==> src/rtl/mem_stage_lsu.sv <==
// MEM-stage load/store unit: single-outstanding data-memory handshake,
// store lane alignment, load formatting and the MEM/WB pipeline register.
module mem_stage_lsu #(
    parameter int XLEN   = 32,
    parameter int ADDR_W = 32
) (
    input  logic              clk,
    input  logic              rst_n,
    input  logic              valid_EXMEM,
    input  logic [XLEN-1:0]   alu_result_EXMEM,
    input  logic [XLEN-1:0]   rs2_data_EXMEM,
    input  logic [4:0]        rd_EXMEM,
    input  logic [2:0]        funct3_EXMEM,
    input  logic              store_flag_EXMEM,
    input  logic              load_flag_EXMEM,
    input  logic              reg_write_EXMEM,
    input  logic              forward_mem,
    output logic              dmem_req,
    output logic              dmem_we,
    output logic [ADDR_W-1:0] dmem_addr,
    output logic [3:0]        dmem_be,
    output logic [XLEN-1:0]   dmem_wdata,
    input  logic              dmem_ready,
    input  logic [XLEN-1:0]   dmem_rdata,
    output logic              stall_mem,
    output logic              misaligned_exc,
    output logic              valid_MEMWB,
    output logic              reg_write_MEMWB,
    output logic              load_flag_MEMWB,
    output logic [4:0]        rd_MEMWB,
    output logic [XLEN-1:0]   result_MEMWB
);

    typedef enum logic {IDLE, REQ} state_t;

    state_t state_q, state_d;

    // Request registers, stable for the whole REQ phase
    logic [ADDR_W-1:0] req_addr_q,  req_addr_d;
    logic [1:0]        req_off_q,   req_off_d;
    logic [2:0]        req_f3_q,    req_f3_d;
    logic [4:0]        req_rd_q,    req_rd_d;
    logic              req_store_q, req_store_d;
    logic [3:0]        req_be_q,    req_be_d;
    logic [XLEN-1:0]   req_wdata_q, req_wdata_d;

    // MEM/WB register
    logic              wb_valid_q, wb_valid_d;
    logic              wb_rw_q,    wb_rw_d;
    logic              wb_lf_q,    wb_lf_d;
    logic [4:0]        wb_rd_q,    wb_rd_d;
    logic [XLEN-1:0]   wb_res_q,   wb_res_d;

    logic            mem_op;
    logic            misaligned;
    logic            stall_raw;
    logic            misal_raw;
    logic [XLEN-1:0] store_src;
    logic [XLEN-1:0] lane_wdata;
    logic [3:0]      lane_be;
    logic [XLEN-1:0] rd_shifted;
    logic [XLEN-1:0] load_fmt;

    assign mem_op    = valid_EXMEM & (store_flag_EXMEM | load_flag_EXMEM);
    // MEM/WB still holds the older instruction during the accept cycle
    assign store_src = forward_mem ? wb_res_q : rs2_data_EXMEM;

    // Alignment check on the effective address
    always_comb begin
        misaligned = 1'b0;
        case (funct3_EXMEM[1:0])
            2'b01:   misaligned = alu_result_EXMEM[0];
            2'b10:   misaligned = (alu_result_EXMEM[1:0] != 2'b00);
            default: misaligned = 1'b0;
        endcase
    end

    // Store data replication and byte-enable generation
    always_comb begin
        lane_wdata = store_src;
        lane_be    = 4'b1111;
        if (store_flag_EXMEM) begin
            case (funct3_EXMEM[1:0])
                2'b00: begin
                    lane_wdata = {(XLEN/8){store_src[7:0]}};
                    lane_be    = 4'b0001 << alu_result_EXMEM[1:0];
                end
                2'b01: begin
                    lane_wdata = {(XLEN/16){store_src[15:0]}};
                    lane_be    = alu_result_EXMEM[1] ? 4'b1100 : 4'b0011;
                end
                default: begin
                    lane_wdata = store_src;
                    lane_be    = 4'b1111;
                end
            endcase
        end
    end

    // Load lane selection and sign/zero extension
    always_comb begin
        rd_shifted = dmem_rdata >> {req_off_q, 3'b000};
        case (req_f3_q)
            3'b000:  load_fmt = {{(XLEN-8){rd_shifted[7]}}, rd_shifted[7:0]};
            3'b100:  load_fmt = {{(XLEN-8){1'b0}}, rd_shifted[7:0]};
            3'b001:  load_fmt = {{(XLEN-16){rd_shifted[15]}}, rd_shifted[15:0]};
            3'b101:  load_fmt = {{(XLEN-16){1'b0}}, rd_shifted[15:0]};
            default: load_fmt = dmem_rdata;
        endcase
    end

    // Next-state, request capture and MEM/WB update
    always_comb begin
        state_d     = state_q;
        req_addr_d  = req_addr_q;
        req_off_d   = req_off_q;
        req_f3_d    = req_f3_q;
        req_rd_d    = req_rd_q;
        req_store_d = req_store_q;
        req_be_d    = req_be_q;
        req_wdata_d = req_wdata_q;
        wb_valid_d  = wb_valid_q;
        wb_rw_d     = wb_rw_q;
        wb_lf_d     = wb_lf_q;
        wb_rd_d     = wb_rd_q;
        wb_res_d    = wb_res_q;
        stall_raw   = 1'b0;
        misal_raw   = 1'b0;
        case (state_q)
            IDLE: begin
                if (mem_op) begin
                    wb_valid_d = 1'b0;
                    wb_rw_d    = 1'b0;
                    wb_lf_d    = 1'b0;
                    wb_rd_d    = '0;
                    wb_res_d   = '0;
                    if (misaligned) begin
                        misal_raw = 1'b1;
                    end else begin
                        stall_raw   = 1'b1;
                        req_addr_d  = {alu_result_EXMEM[ADDR_W-1:2], 2'b00};
                        req_off_d   = alu_result_EXMEM[1:0];
                        req_f3_d    = funct3_EXMEM;
                        req_rd_d    = rd_EXMEM;
                        req_store_d = store_flag_EXMEM;
                        req_be_d    = lane_be;
                        req_wdata_d = lane_wdata;
                        state_d     = REQ;
                    end
                end else begin
                    wb_valid_d = valid_EXMEM;
                    wb_rw_d    = reg_write_EXMEM;
                    wb_lf_d    = load_flag_EXMEM;
                    wb_rd_d    = rd_EXMEM;
                    wb_res_d   = alu_result_EXMEM;
                end
            end
            REQ: begin
                if (dmem_ready) begin
                    state_d    = IDLE;
                    wb_valid_d = 1'b1;
                    wb_rd_d    = req_rd_q;
                    if (req_store_q) begin
                        wb_rw_d  = 1'b0;
                        wb_lf_d  = 1'b0;
                        wb_res_d = '0;
                    end else begin
                        wb_rw_d  = (req_rd_q != 5'd0);
                        wb_lf_d  = 1'b1;
                        wb_res_d = load_fmt;
                    end
                end else begin
                    stall_raw = 1'b1;
                end
            end
            default: state_d = IDLE;
        endcase
    end

    // FSM state register
    always_ff @(posedge clk or negedge rst_n) begin
        if (!rst_n) state_q <= IDLE;
        else        state_q <= state_d;
    end

    // Request and MEM/WB registers
    always_ff @(posedge clk or negedge rst_n) begin
        if (!rst_n) begin
            req_addr_q  <= '0;
            req_off_q   <= '0;
            req_f3_q    <= '0;
            req_rd_q    <= '0;
            req_store_q <= 1'b0;
            req_be_q    <= '0;
            req_wdata_q <= '0;
            wb_valid_q  <= 1'b0;
            wb_rw_q     <= 1'b0;
            wb_lf_q     <= 1'b0;
            wb_rd_q     <= '0;
            wb_res_q    <= '0;
        end else begin
            req_addr_q  <= req_addr_d;
            req_off_q   <= req_off_d;
            req_f3_q    <= req_f3_d;
            req_rd_q    <= req_rd_d;
            req_store_q <= req_store_d;
            req_be_q    <= req_be_d;
            req_wdata_q <= req_wdata_d;
            wb_valid_q  <= wb_valid_d;
            wb_rw_q     <= wb_rw_d;
            wb_lf_q     <= wb_lf_d;
            wb_rd_q     <= wb_rd_d;
            wb_res_q    <= wb_res_d;
        end
    end

    // Combinational outputs are forced low while reset is held
    assign stall_mem       = rst_n & stall_raw;
    assign misaligned_exc  = rst_n & misal_raw;
    assign dmem_req        = (state_q == REQ);
    assign dmem_we         = (state_q == REQ) & req_store_q;
    assign dmem_addr       = req_addr_q;
    assign dmem_be         = req_be_q;
    assign dmem_wdata      = req_wdata_q;
    assign valid_MEMWB     = wb_valid_q;
    assign reg_write_MEMWB = wb_rw_q;
    assign load_flag_MEMWB = wb_lf_q;
    assign rd_MEMWB        = wb_rd_q;
    assign result_MEMWB    = wb_res_q;

endmodule

==> config.mk <==
export PLATFORM = sky130hd
export DESIGN_NAME = mem_stage_lsu
export DESIGN_NICKNAME = d
export VERILOG_FILES = /design/src/rtl/mem_stage_lsu.sv
export SDC_FILE = /design/constraint.sdc
export NUM_CORES = 1
export LEC_CHECK = 0
export CAP_MARGIN = 25
export CORE_MARGIN = 2
export CORE_UTILIZATION = 46
export CTS_BUF_LIST = sky130_fd_sc_hd__clkbuf_8
export CTS_CLUSTER_SIZE = 16
export DETAILED_ROUTE_END_ITERATION = 10
export PLACE_DENSITY_LB_ADDON = 0.2
export SYNTH_ARGS = -nofsm -noshare
export SYNTH_HDL_FRONTEND = slang
export SYNTH_SLANG_ARGS = --single-unit
==> constraint.sdc <==
create_clock -name clk -period 2.39 [get_ports clk]
set_clock_uncertainty 0.05 [all_clocks]
set_input_delay 0.239 -clock clk [delete_from_list [all_inputs] [get_ports clk]]
set_output_delay 0.239 -clock clk [all_outputs]
set_load 0.01 [all_outputs]
==> summary.md <==
| Metric | Value |
|---|---|
| Slowest-stage cell, CP | `clkdlybuf4s50_1` |
| Area of the core | `13100 um^2` |
| Initial standard-cell utilization of the core | `46.6%` |
| Final standard cell area without fillers | `9130 um^2` |
| Final hold violation count | `0` |
| Number of fillers in the final layout | `1033` |
| Worst-margin pin slew | `0.895 ns` |
| Number of DRC markers after the initial detailed-route iteration | `447` |
| Leakage power of the design | `3.88 nW` |
| Number of flops mapped to enable cells by yosys | `0` |
| Post-synthesis register bit count | `118` |
| Peak per-stage delay on the critical path | `0.51 ns` |
| Slew Limit Headroom | `40.4%` |
| Instance count of the mapped netlist | `573` |
| Deepest level of the CTS H-tree | `4` |
| Post-Route WL | `21000 um` |
| Most common cell after layout, fill and taps aside | `clkdlybuf4s50_1` |
| Die outline area | `14200 um^2` |
| Cell area after technology mapping | `6120 um^2` |
| Global-route wire length before repair | `32600 um` |
| Sequential cell area | `2950 um^2` |
| Max-cap check violation count | `0` |
| Sum of met2 wire segment lengths after detailed routing | `10100 um` |
| CP max FO | `2` |
| Overall fraction of global-route tracks in use | `30.1%` |
| Detail Placement HPWL | `15400 um` |
| Post-synthesis sequential area ratio | `48.3%` |
| Highest clock rate | `443 MHz` |
| Number of clock sinks seen by CTS | `118` |
| Number of vias per cell after detailed routing | `5.77` |
| Most used cells in the layout excluding fill and tap cells | `clkdlybuf4s50_1 (218), dfrtp_1 (118), mux2_2 (67), o21ai_0 (66), nand2_1 (38)` |
| Min cycle time layout | `2.25 ns` |
| Number of setup violations in the final report | `0` |
| Largest net degree at the start of global routing | `110` |
| Met3 WL | `1710 um` |
| Buffer depth of the longest clock path | `2` |
| Fraction of synthesis flops using an asynchronous set or reset pin | `100%` |
| Port Buf Inserts | `221` |
| Share of post-route cells with drive strength above 1 | `18.1%` |
| Vias | `5705` |
| Clock insertion delay at the later pin of the skew report | `0.45 ns` |
| Initial DRT Pass Iterations | `5` |
| Setup repair after global routing missed its margin | `false` |
| Per-cell routed wire length | `21.2 um` |
| CTS tree | `built` |
| Run status | `complete, no violations` |
| Met1 routed wirelength after detailed routing | `8540 um` |
| Primary flip-flop cell chosen by synthesis mapping | `dfrtp_1` |
| Tightest hold margin | `0.134 ns` |
| Uppermost routed layer | `met4` |
| Peak supply drop | `0.000598 V` |
| Clock transition at the registers of the reported paths | `0.07 ns` |
| Placed Area | `8620 um^2` |
| Crit path required time | `2.10 ns` |
| Antenna violations before repair | `1` |
| Cell Rows | `42` |
| Fin crit share | `94.4%` |
| Share of the core filled with cells in the final layout | `69.5%` |
| Drc violations | `0` |
| Yosys synthesis warning count | `0` |
| Average footprint of a synthesized cell | `10.7 um^2` |
| Total power after layout | `8.53 mW` |
| Boundary Pins | `224` |
| Area delta synth->final | `49.2%` |
| Sort of element at the end of the critical path | `output pin` |
| Critical path type | `in2out` |
| Buffer type at the clock tree root | `clkbuf_8` |
| NumNets Final | `913` |
| Routability cong. | `0.932` |
| Width of the die | `119 um` |
| Count of buffers added by post-CTS timing repair for setup | `0` |
| Multi-input combinational cell area | `2910 um^2` |
| Cells along the critical path | `clkdlybuf4s50_1 > inv_1 > ha_1 > nand3_1 > nand2_2 > or2_2 > a21boi_1 > clkbuf_2` |
| Remaining global-route overflow | `0` |
| Kind of start point of the critical path | `input pin` |
| Number of routed nets with antenna violations | `0` |
| Count of unique library cells instantiated by Yosys | `51` |
| CP Data Arrival Time | `1.97 ns` |
| Number of clock buffers inserted by TritonCTS | `17` |
| Height of the chip | `119 um` |
| Worst min-delay path category | `in2async` |
| Total power density per cell area | `935 nW/um^2` |
| Number of global-route vias before repair | `5763` |
| Max-slew violation count | `0` |
-- worst max-delay path, delay by kind of cell --
family	cells	cell delay, ns
AO/OA/AOI/OAI	1	0.17
adder cells (fa/ha/maj)	1	0.33
AND/OR/NAND/NOR	3	0.48
buffers and inverters	3	0.74
-- state kept, by name, indices dropped and copies added, names as in the netlist, 2 cells and up --
register and cells:
dmem_addr 30, dmem_be 4, dmem_wdata 32, rd_MEMWB 5
req_f3_q 3, req_off_q 2, req_rd_q 5, result_MEMWB 32
-- kinds of logic after synthesis --
logic type / Yosys count / synth area share [%]
flip-flops: 118 / 48.3
other: 1 / 0.0613
AO/OA/AOI/OAI: 173 / 19.2
AND/OR/NAND/NOR: 124 / 10.2
adder cells (fa/ha/maj): 3 / 0.614
buffers and inverters: 58 / 4.34
multiplexers: 96 / 17.3
-- report_power, final --
group	total, mW	internal, mW	switching (mW)
logic	3.20	1.79	1.42
clock network	2.28	1.44	0.839
registers	3.05	2.57	0.488
total	8.53	5.79	2.74
-- layer usage --
layer | global-route usage (%) | vias to the layer above
li1 | - | 2577
met1 | 38.6 | 2810
met2 | 49.1 | 282
met3 | 7.47 | 36
met4 | 12.0 | 0
met5 | 0 | -
-- what timing repair did --
item                                    4_1_cts  5_1_grt
hold buffers                                  1        0
endpoints found under the hold margin        36        0
gates resized for setup                       4        2
endpoints found under the setup margin        2       43
-- per-stage QoR --
step	worst slack [ns]	TNS [ns]	std cells
after detailed placement	-0.401	-25.21	954
after CTS	0.0122	0	987
after global routing	0.0565	0	988
after floorplan	0.413	0	574
final	0.135	0	988
after global placement	-0.315	-19.60	954
-- layout make-up --
class	instances	share of cell area, %
clock buffers	17	2.56
multi-input cells	398	31.9
inverters	7	0.288
flip-flops and latches	118	32.4
diodes	1	0.0274
repair buffers	256	27.6
well taps	176	2.41
clock inverters	15	2.84
-- Yosys cell counts, types with 9 or more instances --
| cell | instances | area share (%) |
|---|---|---|
| o31ai_1 | 16 | 2.0 |
| o21ai_0 | 66 | 5.4 |
| a21oi_1 | 15 | 1.2 |
| mux2_2 | 67 | 12 |
| or3_1 | 17 | 1.7 |
| a22oi_1 | 23 | 2.8 |
| nor3_1 | 9 | 0.74 |
| a211o_1 | 14 | 2.0 |
| clkbuf_1 | 30 | 1.8 |
| mux2i_1 | 28 | 4.6 |
| dfrtp_1 | 118 | 48 |
| nand2_1 | 38 | 2.3 |
| buf_2 | 14 | 1.1 |
| nor2_1 | 26 | 1.6 |
-- path summary, 6_finish.rpt --
kind	from	endpoint	slack [ns]	cells after the start
hold / removal	rst_n	dmem_wdata[23]$_DFFE_PN0P_	0.13	2
setup reg to reg	req_off_q[0]$_DFFE_PN0P_	result_MEMWB[19]$_DFFE_PN0P_	0.23	4
max in group asynchronous	rst_n	dmem_addr[17]$_DFFE_PN0P_	1.33	3
min in group clk	alu_result_EXMEM[31]	result_MEMWB[31]$_DFFE_PN0P_	0.33	3
setup / recovery	funct3_EXMEM[0]	stall_mem	0.14	8
hold reg to reg	dmem_wdata[25]$_DFFE_PN0P_	dmem_wdata[25]$_DFFE_PN0P_	0.45	1
No activity file was read; power rests on OpenSTA's default activity.
